### config.mk
export PLATFORM = sky130hd
export DESIGN_NAME = csi2_mux_switch_ctrl
export DESIGN_NICKNAME = d
export VERILOG_FILES = /design/src/rtl/csi2_mux_switch_ctrl.sv
export SDC_FILE = /design/constraint.sdc
export NUM_CORES = 1
export LEC_CHECK = 0
export ABC_AREA = 1
export BUFFER_PORTS_ARGS = -buffer_cell sky130_fd_sc_hd__clkbuf_2
export CAP_MARGIN = 20
export CORE_AREA = 2 2 84 86
export CTS_BUF_LIST = sky130_fd_sc_hd__clkbuf_16
export CTS_CLUSTER_DIAMETER = 30
export DETAILED_ROUTE_END_ITERATION = 10
export DIE_AREA = 0 0 86 88
export SLEW_MARGIN = 0
export SYNTH_ARGS = -nofsm -noshare
export SYNTH_HDL_FRONTEND = slang
export SYNTH_SLANG_ARGS = --single-unit
### constraint.sdc
create_clock -name clk_i -period 2 [get_ports clk_i]
set_input_delay 0.2 -clock clk_i [delete_from_list [all_inputs] [get_ports clk_i]]
set_output_delay 0.2 -clock clk_i [all_outputs]
set_load 0.01 [all_outputs]
### src/rtl/csi2_mux_switch_ctrl.sv
// rtl/csi2_mux_switch_ctrl.sv - CSI-2 lane mux select controller, switches only in LP-11 stop state
module csi2_mux_switch_ctrl #(
  parameter int IDLE_CYCLES    = 64,
  parameter int SETTLE_CYCLES  = 16,
  parameter int TIMEOUT_CYCLES = 1048576,
  parameter int SYNC_STAGES    = 2
) (
  input  logic       clk_i,
  input  logic       reset_n_i,
  input  logic       req_valid_i,
  input  logic [1:0] req_ch_i,
  output logic       req_ready_o,
  input  logic       lp_dp_i,
  input  logic       lp_dn_i,
  output logic [1:0] mux_sel_o,
  output logic       switch_done_o,
  output logic       timeout_err_o,
  output logic       busy_o
);

  localparam int IDLE_W   = (IDLE_CYCLES > 1) ? $clog2(IDLE_CYCLES) : 1;
  localparam int SETTLE_W = (SETTLE_CYCLES > 1) ? $clog2(SETTLE_CYCLES) : 1;
  localparam int WAIT_W   = (TIMEOUT_CYCLES > 1) ? $clog2(TIMEOUT_CYCLES) : 1;

  localparam logic [IDLE_W-1:0]   IDLE_LAST   = IDLE_W'(IDLE_CYCLES - 1);
  localparam logic [SETTLE_W-1:0] SETTLE_LAST = SETTLE_W'(SETTLE_CYCLES - 1);
  localparam logic [WAIT_W-1:0]   WAIT_LAST   = WAIT_W'(TIMEOUT_CYCLES - 1);

  typedef enum logic [2:0] {
    ST_IDLE,
    ST_WAIT,
    ST_SETTLE,
    ST_DONE,
    ST_ABORT
  } state_e;

  state_e                state_q, state_d;
  logic [1:0]            tgt_q, tgt_d;
  logic [1:0]            sel_q, sel_d;
  logic [IDLE_W-1:0]     idle_cnt_q, idle_cnt_d;
  logic [WAIT_W-1:0]     wait_cnt_q, wait_cnt_d;
  logic [SETTLE_W-1:0]   settle_cnt_q, settle_cnt_d;
  logic                  ready_q, ready_d;
  logic                  done_q, done_d;
  logic                  terr_q, terr_d;
  logic                  busy_q, busy_d;
  logic [SYNC_STAGES-1:0] dp_sync_q, dn_sync_q;
  logic                  lp_ok;

  // Bring the asynchronous LP receiver levels into the clock domain
  always_ff @(posedge clk_i or negedge reset_n_i) begin
    if (!reset_n_i) begin
      dp_sync_q <= '0;
      dn_sync_q <= '0;
    end else begin
      dp_sync_q <= {dp_sync_q[SYNC_STAGES-2:0], lp_dp_i};
      dn_sync_q <= {dn_sync_q[SYNC_STAGES-2:0], lp_dn_i};
    end
  end

  assign lp_ok = dp_sync_q[SYNC_STAGES-1] & dn_sync_q[SYNC_STAGES-1];

  // Next-state logic; the switch condition is tested before the timeout so it wins a tie
  always_comb begin
    state_d      = state_q;
    tgt_d        = tgt_q;
    sel_d        = sel_q;
    idle_cnt_d   = idle_cnt_q;
    wait_cnt_d   = wait_cnt_q;
    settle_cnt_d = settle_cnt_q;
    case (state_q)
      ST_IDLE: begin
        if (req_valid_i && ready_q) begin
          tgt_d = req_ch_i;
          if (req_ch_i == sel_q) begin
            state_d = ST_DONE;
          end else begin
            state_d    = ST_WAIT;
            idle_cnt_d = '0;
            wait_cnt_d = '0;
          end
        end
      end
      ST_WAIT: begin
        wait_cnt_d = (wait_cnt_q != '1) ? wait_cnt_q + 1'b1 : wait_cnt_q;
        if (lp_ok) begin
          idle_cnt_d = (idle_cnt_q != '1) ? idle_cnt_q + 1'b1 : idle_cnt_q;
        end else begin
          idle_cnt_d = '0;
        end
        if (lp_ok && (idle_cnt_q == IDLE_LAST)) begin
          sel_d        = tgt_q;
          settle_cnt_d = '0;
          state_d      = ST_SETTLE;
        end else if (wait_cnt_q == WAIT_LAST) begin
          state_d = ST_ABORT;
        end
      end
      ST_SETTLE: begin
        if (settle_cnt_q == SETTLE_LAST) begin
          state_d = ST_DONE;
        end else begin
          settle_cnt_d = (settle_cnt_q != '1) ? settle_cnt_q + 1'b1 : settle_cnt_q;
        end
      end
      ST_DONE:  state_d = ST_IDLE;
      ST_ABORT: state_d = ST_IDLE;
      default:  state_d = ST_IDLE;
    endcase
  end

  // Status outputs are registered from the next state so no input reaches an output combinationally
  always_comb begin
    ready_d = (state_d == ST_IDLE);
    done_d  = (state_d == ST_DONE);
    terr_d  = (state_d == ST_ABORT);
    busy_d  = (state_d != ST_IDLE);
  end

  // State, datapath and output registers
  always_ff @(posedge clk_i or negedge reset_n_i) begin
    if (!reset_n_i) begin
      state_q      <= ST_IDLE;
      tgt_q        <= '0;
      sel_q        <= '0;
      idle_cnt_q   <= '0;
      wait_cnt_q   <= '0;
      settle_cnt_q <= '0;
      ready_q      <= 1'b0;
      done_q       <= 1'b0;
      terr_q       <= 1'b0;
      busy_q       <= 1'b0;
    end else begin
      state_q      <= state_d;
      tgt_q        <= tgt_d;
      sel_q        <= sel_d;
      idle_cnt_q   <= idle_cnt_d;
      wait_cnt_q   <= wait_cnt_d;
      settle_cnt_q <= settle_cnt_d;
      ready_q      <= ready_d;
      done_q       <= done_d;
      terr_q       <= terr_d;
      busy_q       <= busy_d;
    end
  end

  assign req_ready_o   = ready_q;
  assign mux_sel_o     = sel_q;
  assign switch_done_o = done_q;
  assign timeout_err_o = terr_q;
  assign busy_o        = busy_q;

endmodule

# Word level (Yosys, flattened, before mapping)
# Cells that the tools add are included.
# totals
register_bits	45
mem_count	0
elab_cells	65
input_bits	7
rom_bits	0
mem_bits_rw	0
latchBits	0
# op_classes
bitwise_logic	1
n_shift	0
order_cmp	0
muxes	19
div_mod_pow	0
n_reduce_logical	12
add_sub_neg	3
eq_ne	18
n_mul	0
# op_table
op	n
2-to-1 mux 20 bit	3
one-hot mux 20 bit (2 select lines)	1
2-to-1 mux 6 bit	4
adder 20 x 1 -> 20 bit, second input constant	1
equality test 20 bit, second input constant	1
!= test 20 bit, second input constant	1
2-to-1 mux 3 bit	4
2-to-1 mux 4 bit	3
!= test 2 bit, second input constant	6
one-hot mux 6 bit (2 select lines)	1
AND reduction 4 bit	3
one-hot mux 3 bit (3 select lines)	1
one-hot mux 4 bit (2 select lines)	1
adder 6 x 1 -> 6 bit, second input constant	1
equality test 3 x 2 -> 1 bit, second input constant	2
equality test 6 bit, second input constant	1
zero test 3 bit	2
!= test 6 bit, second input constant	1
adder 4 x 1 -> 4 bit, second input constant	1
equality test 4 bit, second input constant	1
!= test 4 bit, second input constant	1
AND reduction 2 bit	2
nonzero test 2 bit	2
equality test 3 x 1 -> 1 bit, second input constant	1
7 further kinds	8

# Depth between registers and ports, before layout
# Gate-level depths: netlist of run 1.
# depth
ltp_word	5
mapped_depth	10
mapped_depth_nobuf	10

# Worst setup path before layout of run 1
# Ideal clock, no wire load.
# synth_timing
path_kind	register -> register
startpoint	reg wait_cnt_q[0]
endpoint	reg wait_cnt_q[15]
path_stages_with_launch	10
n_path_buf	1
setup_slack_ns	0.473
required_time_ns	1.874
arrival_ns	1.400
cell_sequence	dfrtp_1 -> ha_1 -> nand3_1 -> inv_2 -> nand2_4 -> nor2_4 -> nand3_2 -> nand3_2 -> buf_6 -> o21ai_0
# synth_between
elab_chain_len	3
# synth_rtl
element	line_no	text
start: declaration	41	logic [WAIT_W-1:0] wait_cnt_q, wait_cnt_d;
start signal: assignment	138	wait_cnt_q <= wait_cnt_d;
adder 20 x 1 -> 20 bit / != test 20 bit (equally long branches)	85	wait_cnt_d = (wait_cnt_q != '1) ? wait_cnt_q + 1'b1 : wait_cnt_q;
2-to-1 mux 20 bit / != test 2 bit (equally long branches)	-	
one-hot mux 20 bit (2 select lines) / AND reduction 4 bit (equally long branches)	-	
# Parallel ways exist; a longest one is shown, timed or not. The select of a mux whose other input is x is not followed.
# A chain may end at the register's enable or synchronous reset.

# Final worst setup path of run 1
# layout_timing
startpoint	reg wait_cnt_q[0]
endpoint	reg wait_cnt_q[13]
# Same word-level chain as after synthesis.

==> results by group, run 1 <==
Outcome
  – Status: finished with violations
  – Failing checks: hold timing

Critical path
  – Crit Reg-Reg Endpoint: wait_cnt_q[13]
  – CP cell instances: ha_1 -> nand3_1 -> inv_2 -> nand2_4 -> nor2_4 -> nand3_2 -> nand3_2 -> o21ai_0
  – Crit-path max FO: 19
  – RR Startpoint: wait_cnt_q[0]
  – CP max stage delay: 0.44 ns
  – Crit. End Element: flop
  – Kind of critical path: reg2reg
  – Most frequent CP cell: nand3_2
  – R2R Setup Slk: 0.21 ns
  – Critical path required time: 2.16 ns
  – R2R cell count: 8
  – Worst path top cell family by delay: simple AND/OR/NAND/NOR gates
  – Startpoint types: flop
  – Slowest stage cell on the critical path: dfrtp_1
  – Worst path arrival time: around 2.0 ns
  – Buffers and inverters on the worst path: 1

Global routing
  – Largest net degree at the start of global routing: between 40 and 50
  – GRT overflow: 0
  – Vias in the first global route: between 1500 and 2000
  – Antenna violations before repair: 0
  – Gr usage total: 14.8%
  – First-pass GRT wire length: 8740 um

Logic synthesis
  – Register bit total from synthesis: between 40 and 50
  – Post-synthesis sequential area ratio: 45.9%
  – Synthesized instance count: about 320
  – Mapped Avg Cell Area: 7.76 um^2
  – Mapped cell area: 2450 um^2
  – Mapped Nets: around 330
  – YS warnings: 0
  – Cell variety after synth: 32

Cells and area
  – # fillers: approximately 670
  – Antenna diodes: 0
  – Final core occ: a little over two fifths
  – Ratio of cells with drive above 1 in the final layout: between 10% and 20%
  – Final layout net count: roughly 350
  – Final std cells w/o fill: 418
  – Commonest non-fill, non-tap cell in the layout: nand2_1
  – Area delta synth->final: 13.5%
  – Commonest cells after routing, fill and taps aside: nand2_1, dfrtp_1, nor2_1

Routing
  – Antenna viol nets, final: 0
  – First DRT Iteration DRCs: 84
  – Total number of vias: a little over 2000
  – Wirelength, routed: a little over 5000 um
  – Post-DR vias/cell: roughly 4.8
  – # DRC: 0
  – Average routed wire per standard cell: 12.3 um
  – DRT Pass-1 Iters: 4

Clock network
  – CTS tree: done
  – CTS root buf: clkbuf_16
  – H-tree depth: 2
  – Post-CTS Resized: 0
  – Cts hold-fix bufs: 0
  – Clock Pin Slew Worst Setup and Hold Paths: ~0.07 ns
  – Max Buffers Root-to-Sink: 2
  – Inserted Clock Buffers: 5
  – Clk_lat worst skew: 0.29 ns
  – Clock sinks: 45
  – Post-CTS Setup Bufs: 0

Flow run
  – Total of max-cap violations: 0

Timing
  – Final TNS setup: 0 ns
  – Tcrit/Tclk final: 89.7%
  – Achievable frequency: roughly 0.56 GHz
  – Clock Skew: around 0.0019 ns
  – Max_slew headroom: 61.7%
  – Final Hold Fails: 19
  – Slew Limit Fails: 0
  – RSZ-0062 raised after global routing: false
  – Endpoints failing setup: 0
  – Min Tclk post-route: about 1.8 ns
  – Hold Slack: -0.0262 ns
  – Slew @ Worst Pin: 0.574 ns
  – Final WS setup: about 0.21 ns

Pwr
  – Max IR drop VDD: around 360 uV
  – Pleak: 1.31 nW
  – PwrDens: between 1000 and 1500 nW/um^2

Floorplan
  – Die footprint: 7570 um^2
  – FP Rows: 30
  – Starting Density: 36.9%
  – Core area: 6640 um^2
  – Die Y: approximately 88 um
  – Die width: 86 um
  – IO Pins: 13

Placement
  – Placer congestion estimate: 0.879
  – Placed Cells: a little over 400
  – Placement Setup Slack: 0.195 ns
  – Buffers on Ports: 12
  – Post-DP HPWL: roughly 3700 um

Min path
  – Hold WC Path Type: in2async
-- cell families (layout without fill, tap and decap cells) --
group                    Yosys count  count (layout)  share of synthesized area (%)
flip-flops                        45              45                           45.9
AND/OR/NAND/NOR                  197             197                           36.0
buffers and inverters             32              54                           5.25
XOR/XNOR                          10              10                           3.57
multiplexers                       2               2                          0.918
adder cells (fa/ha/maj)            3               3                           1.53
AO/OA/AOI/OAI                     27              27                           6.83
-- per-layer routing --
layer | vias up | track usage [%] | part of all wire, %
li1 | 1053 | - | -
met1 | 944 | 20.4 | 51
met2 | 20 | 23.1 | 46
met3 | 6 | 2.83 | 1.7
met4 | 0 | 5.63 | 1.5
met5 | - | 0 | 0
-- worst register-to-register path, stage by stage, from the launching register on --
cell and delay [ns]:
dfrtp_1 0.44, ha_1 0.28, nand3_1 0.13, inv_2 0.11, nand2_4 0.07, nor2_4 0.12
nand3_2 0.07, nand3_2 0.30, o21ai_0 0.15
-- metrics by stage --
| step | instance area, um^2 | power, mW |
|---|---|---|
| floorplan | 2450 | 1.93 |
| global placement | 2620 | 2.19 |
| detailed placement | 2620 | 2.21 |
| CTS | 2770 | 3.07 |
| global route | 2780 | 3.26 |
| finish | 2780 | 3.05 |
-- synthesized netlist by cell type --
cell,instances,share of area (%)
nand2_1,98,15
dfrtp_1,45,46
nor2_1,38,5.8
nand3_1,35,7.1
inv_1,26,4.0
o21ai_0,12,2.4
nand2_2,6,1.5
o21ai_2,6,2.1
xor2_1,6,2.1
nor3_1,5,1.0
xnor2_1,4,1.4
a21oi_1,3,0.61
ha_1,3,1.5
nand3_2,3,1.2
nand4_1,3,0.76
nor2_4,3,1.4
inv_2,2,0.31
mux2_2,2,0.92
nand2_4,2,0.92
o21ai_1,2,0.41
a21boi_0,1,0.31
a22oi_1,1,0.31
and2_1,1,0.26
buf_2,1,0.20
buf_6,1,0.46
clkbuf_1,1,0.15
clkinv_1,1,0.15
nor3_2,1,0.41
nor3b_1,1,0.31
o21bai_1,1,0.31
o31ai_1,1,0.31
or2_2,1,0.26
-- sequential cells by signal, summed over array words and instances (netlist names) --
signal,cells
settle_cnt_q,4
state_q,3
wait_cnt_q,20
dp_sync_q,2
busy_o,1
tgt_q,2
switch_done_o,1
dn_sync_q,2
req_ready_o,1
mux_sel_o,2
idle_cnt_q,6
timeout_err_o,1
-- power by group --
| part | internal, mW | switching [mW] | total [mW] |
|---|---|---|---|
| Combinational | 0.294 | 0.620 | 0.914 |
| Clock | 0.472 | 0.384 | 0.856 |
| Sequential | 1.09 | 0.188 | 1.28 |
-- final cells by class --
type	instances	area [um^2]	share of cell area, %
Clock buffer	5	125	4.49
Clock inverter	3	25.0	0.899
Inverter	29	109	3.91
Multi-Input combinational cell	239	1200	43.1
Sequential cell	45	1130	40.4
Tap cell	80	100	3.60
Timing Repair Buffer	17	100	3.60
-- worst max-delay path by stage --
stage,startpoint,to,cells past startpoint
after CTS,wait_cnt_q[0],wait_cnt_q[15],8
final,wait_cnt_q[0],wait_cnt_q[13],8
after floorplan,wait_cnt_q[0],wait_cnt_q[15],9
after global placement,wait_cnt_q[0],wait_cnt_q[5],10
after global routing,wait_cnt_q[0],wait_cnt_q[9],10
after detailed placement,wait_cnt_q[0],wait_cnt_q[13],8
Power figures use the tool's default switching activity.
==> run 2, diff against run 1 <==
--- a/config.mk
+++ b/config.mk
@@ -10,10 +10,10 @@
 export CAP_MARGIN = 20
 export CORE_AREA = 2 2 84 86
 export CTS_BUF_LIST = sky130_fd_sc_hd__clkbuf_16
-export CTS_CLUSTER_DIAMETER = 30
+export CTS_CLUSTER_DIAMETER = 200
 export DETAILED_ROUTE_END_ITERATION = 10
 export DIE_AREA = 0 0 86 88
-export SLEW_MARGIN = 0
+export REMOVE_ABC_BUFFERS = 1
 export SYNTH_ARGS = -nofsm -noshare
 export SYNTH_HDL_FRONTEND = slang
 export SYNTH_SLANG_ARGS = --single-unit
==> run 2 against run 1 <==
Against the previous run: the flow now finishes without violations; non-clock buffer count is 1 higher; final area grew 0.72%; count of clock-buffer cells in the layout unchanged; wire length fell by 2.5%; sequential cell count unchanged; cell count up 0.24%; critical endpoint is now wait_cnt_q[7]; largest cell class unchanged.
==> results by group, run 2 (synthesis results as in run 1) <==
Outcome
  – Status: finished, final reports clean (was finished with violations)

Cells and area
  – Commonest cells after routing, fill and taps aside: nand2_1, dfrtp_1, nor2_1 (unchanged)
  – Antenna diodes: 0 (unchanged)
  – Ratio of cells with drive above 1 in the final layout: 15.3% (was 14.8%)
  – Final layout net count: 348 (was 347)
  – Commonest non-fill, non-tap cell in the layout: nand2_1 (unchanged)
  – Largest register by flop count: wait_cnt_q (unchanged)
  – Top flop regs: wait_cnt_q (20), idle_cnt_q (6), settle_cnt_q (4) (unchanged)
  – Final std cells w/o fill: 419 (was 418)
  – Cell area after layout: 2800 um^2 (was 2780 um^2)
  – Max FFs per register: 20 (unchanged)
  – Area delta synth->final: 14.3% (was 13.5%)

Timing
  – Slew @ Worst Pin: 0.450 ns (was 0.574 ns)
  – Tcrit/Tclk final: 87.7% (was 89.7%)
  – Endpoints failing setup: 0 (unchanged)
  – Final TNS setup: 0 ns (unchanged)
  – Clock Skew: 0.00715 ns (was 0.00194 ns)
  – Final Hold Fails: 0 (was 19)
  – RSZ-0062 raised after global routing: false (unchanged)
  – Min Tclk post-route: 1.75 ns (was 1.79 ns)
  – Slew Limit Fails: 0 (unchanged)
  – Achievable frequency: 0.570 GHz (was 0.557 GHz)
  – Max_slew headroom: 70.0% (was 61.7%)

Critical path
  – CP cell instances: ha_2 -> nand3_1 -> inv_2 -> nand2_4 -> inv_2 -> nand3_2 -> nand2_1 -> nand2_4 -> nand2_1 -> nand2_1 (was ha_1 -> nand3_1 -> inv_2 -> nand2_4 -> nor2_4 -> nand3_2 -> nand3_2 -> o21ai_0)
  – Critical path required time: 2.17 ns (was 2.16 ns)
  – Crit. End Element: flop (unchanged)
  – Crit-path max FO: 10 (was 19)
  – Startpoint types: flop (unchanged)
  – Worst path arrival time: 1.92 ns (was 1.95 ns)
  – Kind of critical path: reg2reg (unchanged)
  – CP max stage delay: 0.44 ns (about the same)
  – Most frequent CP cell: nand2_1 (was nand3_2)
  – Slowest stage cell on the critical path: dfrtp_1 (unchanged)

Placement
  – Placed Cells: 410 (was 409)
  – Buffers on Ports: 12 (unchanged)
  – Placer congestion estimate: 0.814 (was 0.879)
  – Post-place instance area: 2640 um^2 (was 2620 um^2)
  – Post-DP HPWL: 3810 um (was 3720 um)

Clock network
  – Post-CTS Setup Bufs: 0 (unchanged)
  – CTS tree: done (unchanged)
  – Clock Pin Slew Worst Setup and Hold Paths: 0.06 ns (was 0.07 ns)
  – H-tree depth: 2 (unchanged)
  – Clk_lat worst skew: 0.28 ns (was 0.29 ns)
  – Clock sinks: 45 (unchanged)
  – Max Buffers Root-to-Sink: 2 (unchanged)
  – CTS root buf: clkbuf_16 (unchanged)
  – Inserted Clock Buffers: 5 (unchanged)

Flow run
  – Total of max-cap violations: 0 (unchanged)

Pwr
  – PwrDens: 1070 nW/um^2 (was 1100 nW/um^2)
  – Max IR drop VDD: 491 uV (was 363 uV)
  – Power, Total: 3.01 mW (was 3.05 mW)
  – Reg power frac: 42.4% (was 42.0%)
  – Pint: 1.87 mW (was 1.86 mW)
  – Clk network pwr share: 26.9% (was 28.0%)
  – Comb pwr share: 30.7% (was 29.9%)
  – Pleak: 1.32 nW (was 1.31 nW)
  – Sw Share: 37.7% (was 39.1%)
  – Sw Pwr: 1.13 mW (was 1.19 mW)

Routing
  – Wirelength, routed: 5020 um (was 5140 um)
  – Antenna viol nets, final: 0 (unchanged)
  – DRT Pass-1 Iters: 4 (unchanged)
  – Total number of vias: 2039 (was 2023)
  – # DRC: 0 (unchanged)
  – Post-DR vias/cell: 4.87 (was 4.84)
  – Average routed wire per standard cell: 12.0 um (was 12.3 um)
  – First DRT Iteration DRCs: 127 (was 84)

Global routing
  – Antenna violations before repair: 0 (unchanged)
  – Vias in the first global route: 1977 (was 1875)
  – Largest net degree at the start of global routing: 31 (was 46)
  – Gr usage total: 14.7% (was 14.8%)
  – First-pass GRT wire length: 8980 um (was 8740 um)
  – GRT overflow: 0 (unchanged)

Floorplan
  – Die footprint: 7570 um^2 (unchanged)
  – Starting Density: 36.9% (unchanged)
  – IO Pins: 13 (unchanged)
  – Die width: 86 um (unchanged)
  – Die Y: 88 um (unchanged)
  – Core area: 6640 um^2 (unchanged)
  – FP Rows: 30 (unchanged)

Min path
  – Hold WC Path Type: in2reg (was in2async)
run 2: cell count changes in the layout (fill, tap and decap cells not counted), sizes merged:
cell,previous run,this run
buf,4,5
clkinv,1,4
clkinvlp,1,0
inv,30,28
run 2: through the flow:
stage               setup WS (ns)  hold slack, ns  utilization (%)
floorplan                   0.373         -0.0956                -
global placement            0.227           0.179             39.8
detailed placement          0.208           0.173             39.8
CTS                         0.190          0.0175             42.2
global route               0.0428          0.0114             42.2
finish                      0.246          0.0244             42.2
run 2: area by class of cell:
cell class              instances  area [um^2]
clock buffers                   5          125
clock inverters                 3         22.5
fillers                       647         3840
inverters                      29          109
multi-input cells             239         1200
flip-flops and latches         45         1130
well taps                      80          100
repair buffers                 18          120
run 2: timing repair:
| action | CTS | global route |
|---|---|---|
| endpoints found under the hold margin | 15 | 0 |
| resized for setup | 0 | 1 |
| endpoints found under the setup margin | 0 | 1 |
| hold buffers | 1 | 0 |
run 2: power by group through the flow:
stage	Combinational (mW)	Sequential [mW]	Clock, mW
finish	0.923	1.28	0.810
detailed placement	0.931	1.29	0
global placement	0.910	1.28	0
CTS	0.934	1.27	0.840
global route	1.06	1.31	0.878
floorplan	0.631	1.26	0
run 2: critical path: cells and delay by family (launching register included):
kind,cells,cell delay (ns)
simple gates,7,0.78
flops,1,0.44
fa+ha+maj,1,0.26
buf+inv,2,0.17
run 2: metal layers:
metal / routed length (um) / GRT usage (%) / part of all wire [%]
met2: 2420 / 24.5 / 48
met3: 103 / 2.83 / 2.1
met5: 0 / 0 / 0
met4: 15 / 3.90 / 0.30
met1: 2480 / 19.8 / 49
run 2: worst paths after layout:
kind | from | end | slack (ns) | cells past startpoint
setup / recovery | wait_cnt_q[0] | wait_cnt_q[7] | 0.25 | 10
hold / removal | lp_dn_i | dn_sync_q[0] | 0.02 | 1
setup reg to reg | wait_cnt_q[0] | wait_cnt_q[7] | 0.25 | 10
hold reg to reg | dn_sync_q[0] | dn_sync_q[1] | 0.34 | 0
max in group asynchronous | reset_n_i | idle_cnt_q[3] | 1.10 | 3
min in group asynchronous | reset_n_i | wait_cnt_q[9] | 0.39 | 2
